`config.mk`:
```
export PLATFORM = sky130hd
export DESIGN_NAME = store_rmw_sequencer
export DESIGN_NICKNAME = d
export VERILOG_FILES = /design/src/rtl/store_rmw_sequencer.sv
export SDC_FILE = /design/constraint.sdc
export NUM_CORES = 1
export LEC_CHECK = 0
export CAP_MARGIN = 10
export CORE_AREA = 2 2 204 206
export CTS_BUF_LIST = sky130_fd_sc_hd__clkbuf_16
export CTS_CLUSTER_DIAMETER = 150
export CTS_CLUSTER_SIZE = 20
export DETAILED_ROUTE_END_ITERATION = 12
export DIE_AREA = 0 0 206 208
export GPL_TIMING_DRIVEN = 0
export RECOVER_POWER = 50
export SLEW_MARGIN = 20
export SYNTH_ARGS = -nofsm -noshare
export SYNTH_HDL_FRONTEND = slang
export SYNTH_SLANG_ARGS = --single-unit
```
`constraint.sdc`:
```
create_clock -name clk -period 3.3 [get_ports clk]
set_input_delay 0.66 -clock clk [delete_from_list [all_inputs] [get_ports clk]]
set_output_delay 0.66 -clock clk [all_outputs]
set_load 0.01 [all_outputs]
```
`src/rtl/store_rmw_sequencer.sv`:
```
// Read-modify-write sequencer for store instructions: reads the target doubleword,
// hands it to the external merge block, then writes the merged word back.
module store_rmw_sequencer #(
    parameter int MEM_LATENCY = 1,
    parameter int DATA_W      = 64,
    parameter int ADDR_W      = 64
) (
    input  logic              clk,
    input  logic              reset,
    input  logic              req_valid,
    output logic              req_ready,
    input  logic [ADDR_W-1:0] req_addr,
    input  logic [DATA_W-1:0] req_data,
    input  logic [2:0]        req_type,
    output logic [ADDR_W-1:0] mem_addr,
    output logic              mem_wr,
    input  logic [DATA_W-1:0] mem_rdata,
    output logic [DATA_W-1:0] mem_wdata,
    output logic [DATA_W-1:0] merge_base,
    output logic [DATA_W-1:0] merge_src,
    output logic [2:0]        merge_type,
    input  logic [DATA_W-1:0] merge_result,
    output logic              done,
    output logic              err,
    output logic              busy
);

    typedef enum logic [1:0] {
        IDLE  = 2'd0,
        READ  = 2'd1,
        MERGE = 2'd2,
        WRITE = 2'd3
    } state_t;

    localparam logic [3:0] CNT_INIT = 4'(MEM_LATENCY - 1);

    state_t            state_q, state_d;
    logic [ADDR_W-1:0] addr_q, addr_d;
    logic [DATA_W-1:0] data_q, data_d;
    logic [2:0]        type_q, type_d;
    logic [DATA_W-1:0] base_q, base_d;
    logic [DATA_W-1:0] wdata_q, wdata_d;
    logic [3:0]        cnt_q, cnt_d;
    logic              err_q, err_d;

    always_ff @(posedge clk) begin
        if (reset) begin
            state_q <= IDLE;
            addr_q  <= '0;
            data_q  <= '0;
            type_q  <= '0;
            base_q  <= '0;
            wdata_q <= '0;
            cnt_q   <= '0;
            err_q   <= 1'b0;
        end else begin
            state_q <= state_d;
            addr_q  <= addr_d;
            data_q  <= data_d;
            type_q  <= type_d;
            base_q  <= base_d;
            wdata_q <= wdata_d;
            cnt_q   <= cnt_d;
            err_q   <= err_d;
        end
    end

    always_comb begin
        state_d = state_q;
        addr_d  = addr_q;
        data_d  = data_q;
        type_d  = type_q;
        base_d  = base_q;
        wdata_d = wdata_q;
        cnt_d   = cnt_q;
        err_d   = 1'b0;
        case (state_q)
            IDLE: begin
                if (req_valid) begin
                    case (req_type)
                        3'd1: begin
                            // Full doubleword store: the old contents are irrelevant, skip the read.
                            addr_d  = req_addr;
                            data_d  = req_data;
                            type_d  = req_type;
                            state_d = MERGE;
                        end
                        3'd2, 3'd3, 3'd4: begin
                            addr_d  = req_addr;
                            data_d  = req_data;
                            type_d  = req_type;
                            cnt_d   = CNT_INIT;
                            state_d = READ;
                        end
                        default: err_d = 1'b1;
                    endcase
                end
            end
            READ: begin
                if (cnt_q == 4'd0) begin
                    base_d  = mem_rdata;
                    state_d = MERGE;
                end else begin
                    cnt_d = cnt_q - 4'd1;
                end
            end
            MERGE: begin
                wdata_d = merge_result;
                state_d = WRITE;
            end
            WRITE: state_d = IDLE;
            default: state_d = IDLE;
        endcase
    end

    // Write strobe is squashed during reset so an interrupted store never reaches memory.
    assign mem_wr     = (state_q == WRITE) && !reset;
    assign done       = (state_q == WRITE) && !reset;
    assign err        = err_q;
    assign req_ready  = (state_q == IDLE);
    assign busy       = (state_q != IDLE);
    assign mem_addr   = addr_q;
    assign mem_wdata  = wdata_q;
    assign merge_base = base_q;
    assign merge_src  = data_q;
    assign merge_type = type_q;

endmodule

```
==> out/metrics.csv, run 1 <==
metric,value,unit
status,"complete, no violations",
die_h,208,um
syn_nets,1236,
drt_iter0_markers,358,
wl_per_cell,16.6,um
finalHoldViolCount,0,
final_area,0.0159,mm2
synth_cell_types,30,
cts.hold.buffers_added,0,
post-route-util,39.3,%
grtUsageTotal,15.1,%
timing.final.crit_share,91.6,%
clock.fmax,331,MHz
r2r_setup_slack,0.59,ns
gp_congestion,0.784,
clkLatencyLatePin,0.52,ns
avgSynthCellArea,9.93,um2
critPathKind,in2out,
arrival,2.36,ns
synthArstFlopShare,0,%
synth_seq_cells,266,
antenna_found_initial,0,
wl,33900,um
crit_path_max_fanout,10,
grt_first_pass_wirelength,50600,um
cp-start-kind,input pin,
path_clk_slew,0.09,ns
peakVddDrop,0.000414,V
hold_class,reg2reg,
finalClockSkew,0.0212,ns
num_io_pins,526,
n_fill_cell,4039,
start_util,23.7,%
ys.flop_type,dfxtp_1,
ant_nets,0,
antenna_cells,0,
relSlewSlack,27.3,%
fin_tns_setup,0,ns
layout.nets,1779,
yosysWarnings,0,
port_buffers,524,
most-common-layout-cells,"316 x clkdlybuf4s50_1, 266 x dfxtp_1, 208 x dlygate4sd3_1",
drv_slew,0,
drcViolationCount,0,
drt_pass1_iterations,4,
synth_area,0.00961,mm2
fp.dieW,206,um
maxCapViolCount,0,
grt_pass1_vias,8596,
cts_tree,built,
clock-root-buffer,clkbuf_16,
numCtsBuffers,17,
htree_num_levels,1,
core_area,0.0406,mm2
worstMarginPinSlew,1.09,ns
period_minus_slack,3.02,ns
syn-instance-count,967,
final_common_cell,clkdlybuf4s50_1,
die_area,0.0428,mm2
drt-vias-per-instance,4.15,
end_kind,output pin,
power.total,9.87,mW
finalSetupViolCount,0,
p_per_area,620,mW/mm2
clock-sinks,266,
rsz0062_at_grt,no,
rows,74,
synth_edf_count,0,
area_growth,65.9,%
grt-ovfl-total,0,
clk_path_buf_depth,3,
setup_ws,0.276,ns
grt_max_degree,21,
critPathRequiredTime,2.64,ns
leakagePower,7.15,nW
drive_above_1_share,3.58,%
pre_cts_slack,-0.0808,ns
ys_seq_area_share,55.4,%
place_hpwl,26600,um
placed_cell_area,0.0155,mm2
vias,8478,
synthesized netlist by cell type (all sizes together) (3+ instances only):
library cell	n	area, um2
a21oi	69	345
a311oi	3	32.5
buf	35	288
clkbuf	33	124
dfxtp	266	5330
ha	7	87.6
inv	5	18.8
mux2i	196	1960
nand2	131	492
nor2	196	736
nor2b	4	25.0
o21ai	4	20.0
area by class of cell:
class | count | area [um2] | area share (%)
Clock buffer | 17 | 425 | 2.67
Timing Repair Buffer | 524 | 5250 | 32.9
Inverter | 5 | 18.8 | 0.118
Clock inverter | 2 | 25.0 | 0.157
Tap cell | 532 | 666 | 4.18
Buffer | 68 | 395 | 2.48
Multi-Input combinational cell | 628 | 3830 | 24.1
Sequential cell | 266 | 5330 | 33.4
report_power, final:
group	switching (mW)	internal [mW]	total, mW
combinational	1.84	1.94	3.78
clock	1.14	0.943	2.08
sequential	0.268	3.75	4.02
total	3.24	6.63	9.87
per-stage QoR:
stage | cells | hold WS (ns)
finish | 2042 | 0.454
global route | 2042 | 0.472
CTS | 2042 | 0.458
detailed placement | 2023 | 0.445
global placement | 2023 | 0.443
floorplan | 967 | 0.445
state kept, by name (all words and copies together), names as in the netlist:
signal and count:
mem_wdata 64, merge_type 3, state_q 2, cnt_q 4
merge_base 64, err 1, merge_src 64, mem_addr 64
layer usage:
| metal | vias up | wire (um) | part of all wire [%] | track usage (%) |
|---|---|---|---|---|
| li1 | 4254 | - | - | - |
| met1 | 3913 | 13700 | 40 | 17.6 |
| met2 | 283 | 16700 | 49 | 26.8 |
| met3 | 28 | 2730 | 8.1 | 4.61 |
| met4 | 0 | 668 | 2.0 | 3.40 |
| met5 | - | 0 | 0 | 0 |
repair_timing:
action	in CTS	in global routing
setup endpoints to repair	1	0
setup buffers	0	0
gates resized for setup	1	0
final timing paths:
kind / startpoint / end / cells past startpoint
setup / recovery: reset / mem_wr / 5
hold / removal: merge_base[5] / merge_base[5] / 2
setup reg to reg: state_q[1] / merge_src[47] / 8
hold reg to reg: merge_base[5] / merge_base[5] / 2
logic make-up (layout without fill, tap and decap cells):
family | count (synthesis) | after routing | synth area share [%]
AOI/OAI and AO/OA | 82 | 82 | 4.65
adders and majority gates | 7 | 7 | 0.912
buffers and inverters | 73 | 616 | 4.48
DFF | 266 | 266 | 55.4
muxes | 196 | 196 | 20.4
and+or+nand+nor | 343 | 343 | 14.1
worst max-delay path, cell delays in order:
cell and delay [ns]:
clkbuf_1 0.19, clkbuf_2 0.32, nor2b_1 0.47, buf_4 0.19, clkdlybuf4s50_1 0.52
(Power assumes the default switching activity.)
==> run 2: changes to the inputs <==
--- a/config.mk
+++ b/config.mk
@@ -18,3 +18,4 @@
 export SYNTH_ARGS = -nofsm -noshare
 export SYNTH_HDL_FRONTEND = slang
 export SYNTH_SLANG_ARGS = --single-unit
+export TNS_END_PERCENT = 50
==> constraint.sdc (replaced) <==
create_clock -name clk -period 3.3 [get_ports clk]
set_input_delay 0.66 -clock clk [delete_from_list [all_inputs] [get_ports clk]]
set_output_delay 0.66 -clock clk [all_outputs]
set_load 0.02 [all_outputs]
==> out/metrics.csv, run 2 (same netlist as run 1, synthesis figures left out) <==
metric,value,unit,change
wl_per_cell,16.6,um,+0.25%
htree_num_levels,1,,unchanged
end_kind,output pin,,
relSlewSlack,27.3,%,about the same
grt_first_pass_wirelength,50600,um,unchanged
power.total,10.3,mW,+4.7%
peakVddDrop,0.000426,V,+2.8%
clk_path_buf_depth,3,,unchanged
r2r-start,state_q[1],,
start_util,23.7,%,unchanged
ant_nets,0,,unchanged
whs,0.456,ns,+0.00167 ns
drt-vias-per-instance,4.16,,+0.15%
most-common-layout-cells,"384 x clkdlybuf4s50_1, 266 x dfxtp_1, 196 x mux2i_1, 196 x nor2_1, 140 x dlygate4sd3_1",,
leakagePower,6.93,nW,-3.0%
post_cts_resize_count,1,,unchanged
worstMarginPinSlew,1.09,ns,+0.000396 ns
maxCapViolCount,0,,unchanged
num_io_pins,526,,unchanged
hold_end,merge_base[25],,
finalClockSkew,0.0215,ns,+0.000341 ns
hold_depth,2,,unchanged
grt-ovfl-total,0,,unchanged
grt_use_met2,26.8,%,unchanged
vias,8491,,+0.15%
cts.hold.buffers_added,0,,unchanged
drv_slew,0,,unchanged
timing.final.crit_share,93.9,%,+2.3 points
critPathKind,in2out,,
clock.fmax,323,MHz,-2.4%
drt_pass1_iterations,4,,unchanged
antenna_found_initial,0,,unchanged
clock-root-buffer,clkbuf_16,,
period_minus_slack,3.10,ns,+0.0745 ns
regArea,0.00533,mm2,unchanged
port_buffers,524,,unchanged
r2r_cells,8,,unchanged
cts_tree,built,,
postCtsSetupRepairBufs,0,,unchanged
fin_cells,2042,,unchanged
layout.nets,1779,,unchanged
place_hpwl,26600,um,unchanged
fp.dieW,206,um,unchanged
antenna_cells,0,,unchanged
grt_use_met1,17.6,%,unchanged
post-route-util,39.3,%,about the same
area_growth,65.9,%,about the same
hold_class,reg2reg,,
finalSetupViolCount,0,,unchanged
grtUsageTotal,15.1,%,unchanged
arrival,2.44,ns,+0.08 ns
drcViolationCount,0,,unchanged
p_per_area,649,mW/mm2,+4.7%
grt_use_met3,4.61,%,unchanged
gp_congestion,0.784,,unchanged
clock-sinks,266,,unchanged
path_clk_slew,0.08,ns,about the same
drt_iter0_markers,351,,-2.0%
grt_pass1_vias,8596,,unchanged
placed_cells,2023,,unchanged
die_area,0.0428,mm2,unchanged
finalHoldViolCount,0,,unchanged
final_common_cell,clkdlybuf4s50_1,,
drive_above_1_share,3.51,%,-0.066 points
rsz0062_at_grt,no,,
die_h,208,um,unchanged
r2r-end,merge_src[47],,
critPathRequiredTime,2.64,ns,about the same
r2r_setup_slack,0.59,ns,about the same
multiInputGateArea,0.00383,mm2,unchanged
hp-start,merge_base[25],,
status,"complete, no violations",,
crit_path_max_fanout,10,,unchanged
numCtsBuffers,17,,unchanged
n_fill_cell,4040,,+0.025%
clkLatencyLatePin,0.52,ns,about the same
rows,74,,unchanged
wl,33900,um,+0.25%
grt_max_degree,21,,unchanged
cp-start-kind,input pin,,
core_area,0.0406,mm2,unchanged
top_usage_layer,met2,,
run 2: changes by cell type in the layout (fill, tap and decap cells not counted):
cell             before  now
clkbuf_1             36   37
clkdlybuf4s50_1     316  384
dlygate4sd3_1       208  140
buf_2                20   19
run 2: where the power goes:
part	switching (mW)	internal [mW]
clock	1.14	0.943
sequential	0.275	3.75
combinational	2.24	1.99
run 2: routing by layer:
metal / wire length [um] / vias up / part of all wire [%]
li1: - / 4254 / -
met1: 13700 / 3922 / 40
met2: 16800 / 287 / 50
met3: 2780 / 28 / 8.2
met4: 667 / 0 / 2.0
met5: 0 / - / 0
run 2: worst max path at each step:
| stage | from | end | slack (ns) | cells after the start |
|---|---|---|---|---|
| detailed placement | reset | mem_wr | -0.14 | 5 |
| floorplan | reset | mem_wr | 1.06 | 4 |
| global route | reset | mem_wr | 0.07 | 5 |
| CTS | reset | mem_wr | 0.09 | 5 |
| finish | reset | mem_wr | 0.20 | 5 |
| global placement | reset | mem_wr | -0.09 | 5 |
run 2: through the flow:
step / setup TNS (ns) / area (um2) / setup WS [ns]
2_1_floorplan: 0 / 9610 / 1.06
3_3_place_gp: -0.0916 / 15500 / -0.0916
3_5_place_dp: -0.155 / 15500 / -0.141
4_1_cts: 0 / 16000 / 0.0913
5_1_grt: 0 / 15900 / 0.0673
6_report: 0 / 15900 / 0.202
run 2: final cells by class:
cell class                 count  share of cell area (%)
tap                          532                    4.18
buffer                        68                    2.47
clock inverter                 2                   0.157
multi-input combinational    628                    24.1
clock buffer                  17                    2.67
timing repair buffer         524                    32.9
sequential                   266                    33.4
inverter                       5                   0.118
run 2: worst max-delay path: stages:
cell	delay, ns
clkbuf_1	0.19
clkbuf_2	0.32
nor2b_1	0.48
buf_4	0.19
clkdlybuf4s50_1	0.59
==> variant, RTL diff (settings of run 2) <==
The output `err` loses its register stage (`err_q` becomes a continuous assignment).
--- a/src/rtl/store_rmw_sequencer.sv
+++ b/src/rtl/store_rmw_sequencer.sv
@@ -54,3 +54,2 @@
             cnt_q   <= '0;
-            err_q   <= 1'b0;
         end else begin
@@ -63,5 +62,6 @@
             cnt_q   <= cnt_d;
-            err_q   <= err_d;
         end
     end
+
+    assign err_q = err_d;
 
Formal check against the unedited RTL: not equivalent (Yosys sat finds a counterexample within 4 cycles, from zero or initial values and one cycle with reset high).
==> variant against run 2 <==
Design area shrank 0.42%. Sequential cell count shrank 1. Wire length shrank 0.60%. Synthesized area shrank 0.77%. Die area is the same. First-iteration DRC count shrank 15%. Power grew 1.1%. Setup slack gained 61 ps. Largest power group unchanged.
==> variant: results (changes against run 2) <==
{| class="wikitable"
! Metric !! Value
|-
| Number of design-rule violations left by the first detailed-router iteration || 297 (-15%)
|-
| Final Wtd Congestion || 0.7993 (+1.9%)
|-
| Per-cell via count in the routed design || 4.147 (-0.26%)
|-
| Clock-pin transition on the worst setup and hold timing paths || 80 ps (about the same)
|-
| Ys async rst share || 0 (unchanged)
|-
| Part of the Yosys area used for sequential elements || 0.5566 (+0.002193)
|-
| Number of buffer cells added on primary ports || 524 (unchanged)
|-
| Number of gates given a new drive strength after cts || 0 (-1)
|-
| Aggregate global-route resource usage || 0.1507 (-0.0001963)
|-
| Clock buffer count from CTS || 17 (unchanged)
|-
| Pre-Repair DR Iteration Count || 4 (unchanged)
|-
| Top Family by Delay on Critical Path || buffers and inverters
|-
| Syn_nets || 1,228 (-0.65%)
|-
| Worst slack at placement || 52.93 ps (+193.4 ps)
|-
| Run status || finished clean
|-
| Routed WL || 33.73 mm (-0.60%)
|-
| Htree depth || 1 (unchanged)
|-
| Slew margin rel. || 0.4081 (+0.1355)
|-
| Critical Path AT || 2380 ps (-60 ps)
|-
| Share of synthesized area spent on multiplexers || 0.2058 (+0.001582)
|-
| Xor-xnor portion of the synthesized cell area || 0 (unchanged)
|-
| Delay of the slowest critical-path stage || 550 ps (-40 ps)
|-
| Half-perimeter wire length after detailed placement || 26.45 mm (-0.41%)
|-
| Class of the worst hold path || flip-flop to flip-flop
|-
| Count of placed standard cells in the final layout, fillers left out || 2,036 (-0.29%)
|-
| Top fanout value on the critical path || 10 (unchanged)
|-
| Average size of a mapped cell || 9.929 µm² (about the same)
|-
| Leakage Power || 7.072 nW (+2.0%)
|-
| Crit-path slowest cell || clkbuf_1
|-
| First-pass GRT wire length || 50.37 mm (-0.38%)
|-
| Synthesized-area fraction occupied by adder cells || 0.007876 (-0.001242)
|-
| Distinct cell type count of the synthesized netlist || 32 (+6.7%)
|-
| Ranking of synthesized cells by instance count || dfxtp_1, nor2_1, mux2i_1
|-
| Largest net degree at the start of global routing || 21 (unchanged)
|-
| Dpl cell area || 15,440 µm² (-0.48%)
|-
| Worst ir drop on vdd || 384.2 µV (-9.7%)
|-
| Worst skew pair latency || 520 ps (about the same)
|-
| Compound-cell area share of the yosys netlist || 0.04450 (-0.002003)
|-
| Power Density || 659.0 nW/µm² (+1.6%)
|-
| Clock skew || 14.98 ps (-6.525 ps)
|-
| Number of global-route vias before repair || 8,736 (+1.6%)
|-
| Leading register cell type out of synthesis || dfxtp_1
|-
| Maximum buffer depth of the clock tree || 3 (unchanged)
|-
| Initial antenna violation count || 1 (+1)
|-
| Root buffer selected by CTS || clkbuf_16
|-
| Net count of the finished layout || 1,771 (-0.45%)
|-
| Post-CTS setup buffer count || 0 (unchanged)
|-
| Yosys synthesis warning count || 0 (unchanged)
|-
| Share of cells above drive strength 1 || 0.02994 (-0.005159)
|-
| Cell types with the largest area share after synthesis || dfxtp_1, mux2i_1, nor2_1
|}
==> variant: worst min-delay path: stages (launching register included) <==
cell and delay [ps]:
dfxtp_1 310, nand2_1 50, a21oi_1 50
==> variant: logic make-up (layout without fill, tap and decap cells) <==
| group | count (synthesis) | in the layout |
|---|---|---|
| buffers and inverters | 74 | 617 |
| AOI/OAI and AO/OA | 77 | 77 |
| adders and majority gates | 6 | 6 |
| other | 0 | 1 |
| muxes | 196 | 196 |
| and+or+nand+nor | 342 | 342 |
| DFF | 265 | 265 |
==> variant: path summary, 6_finish.rpt <==
check                                     from              to  slack (ps)  depth (start not counted)
worst max-delay path                     reset          mem_wr         260                          5
worst min-delay path            merge_base[39]  merge_base[39]         450                          2
worst max register to register      state_q[0]    merge_src[8]         740                          8
worst min register to register  merge_base[39]  merge_base[39]         450                          2
==> variant: per-layer routing <==
| metal | up-vias | track usage | wire, µm | share of wire |
|---|---|---|---|---|
| met5 | - | 0 | 0 | 0 |
| met4 | 0 | 0.03670 | 566 | 0.017 |
| met3 | 31 | 0.05091 | 3158 | 0.094 |
| met2 | 292 | 0.2695 | 16630 | 0.49 |
| met1 | 3887 | 0.1705 | 13380 | 0.40 |
| li1 | 4234 | - | - | - |
==> variant: layout make-up <==
cell class | count | area, µm²
Fill cell | 4040 | 24690
Sequential cell | 265 | 5305
Timing Repair Buffer | 524 | 5248
Multi-Input combinational cell | 621 | 3792
Tap cell | 532 | 665.6
Clock buffer | 17 | 425.4
Buffer | 67 | 374.1
Inverter | 7 | 26.28
Clock inverter | 2 | 25.02
Antenna cell | 1 | 2.502
==> variant: report_power, final <==
part | switching, mW | internal, mW
logic | 2.36 | 1.98
registers | 0.279 | 3.77
clock network | 1.12 | 0.942
total | 3.76 | 6.69
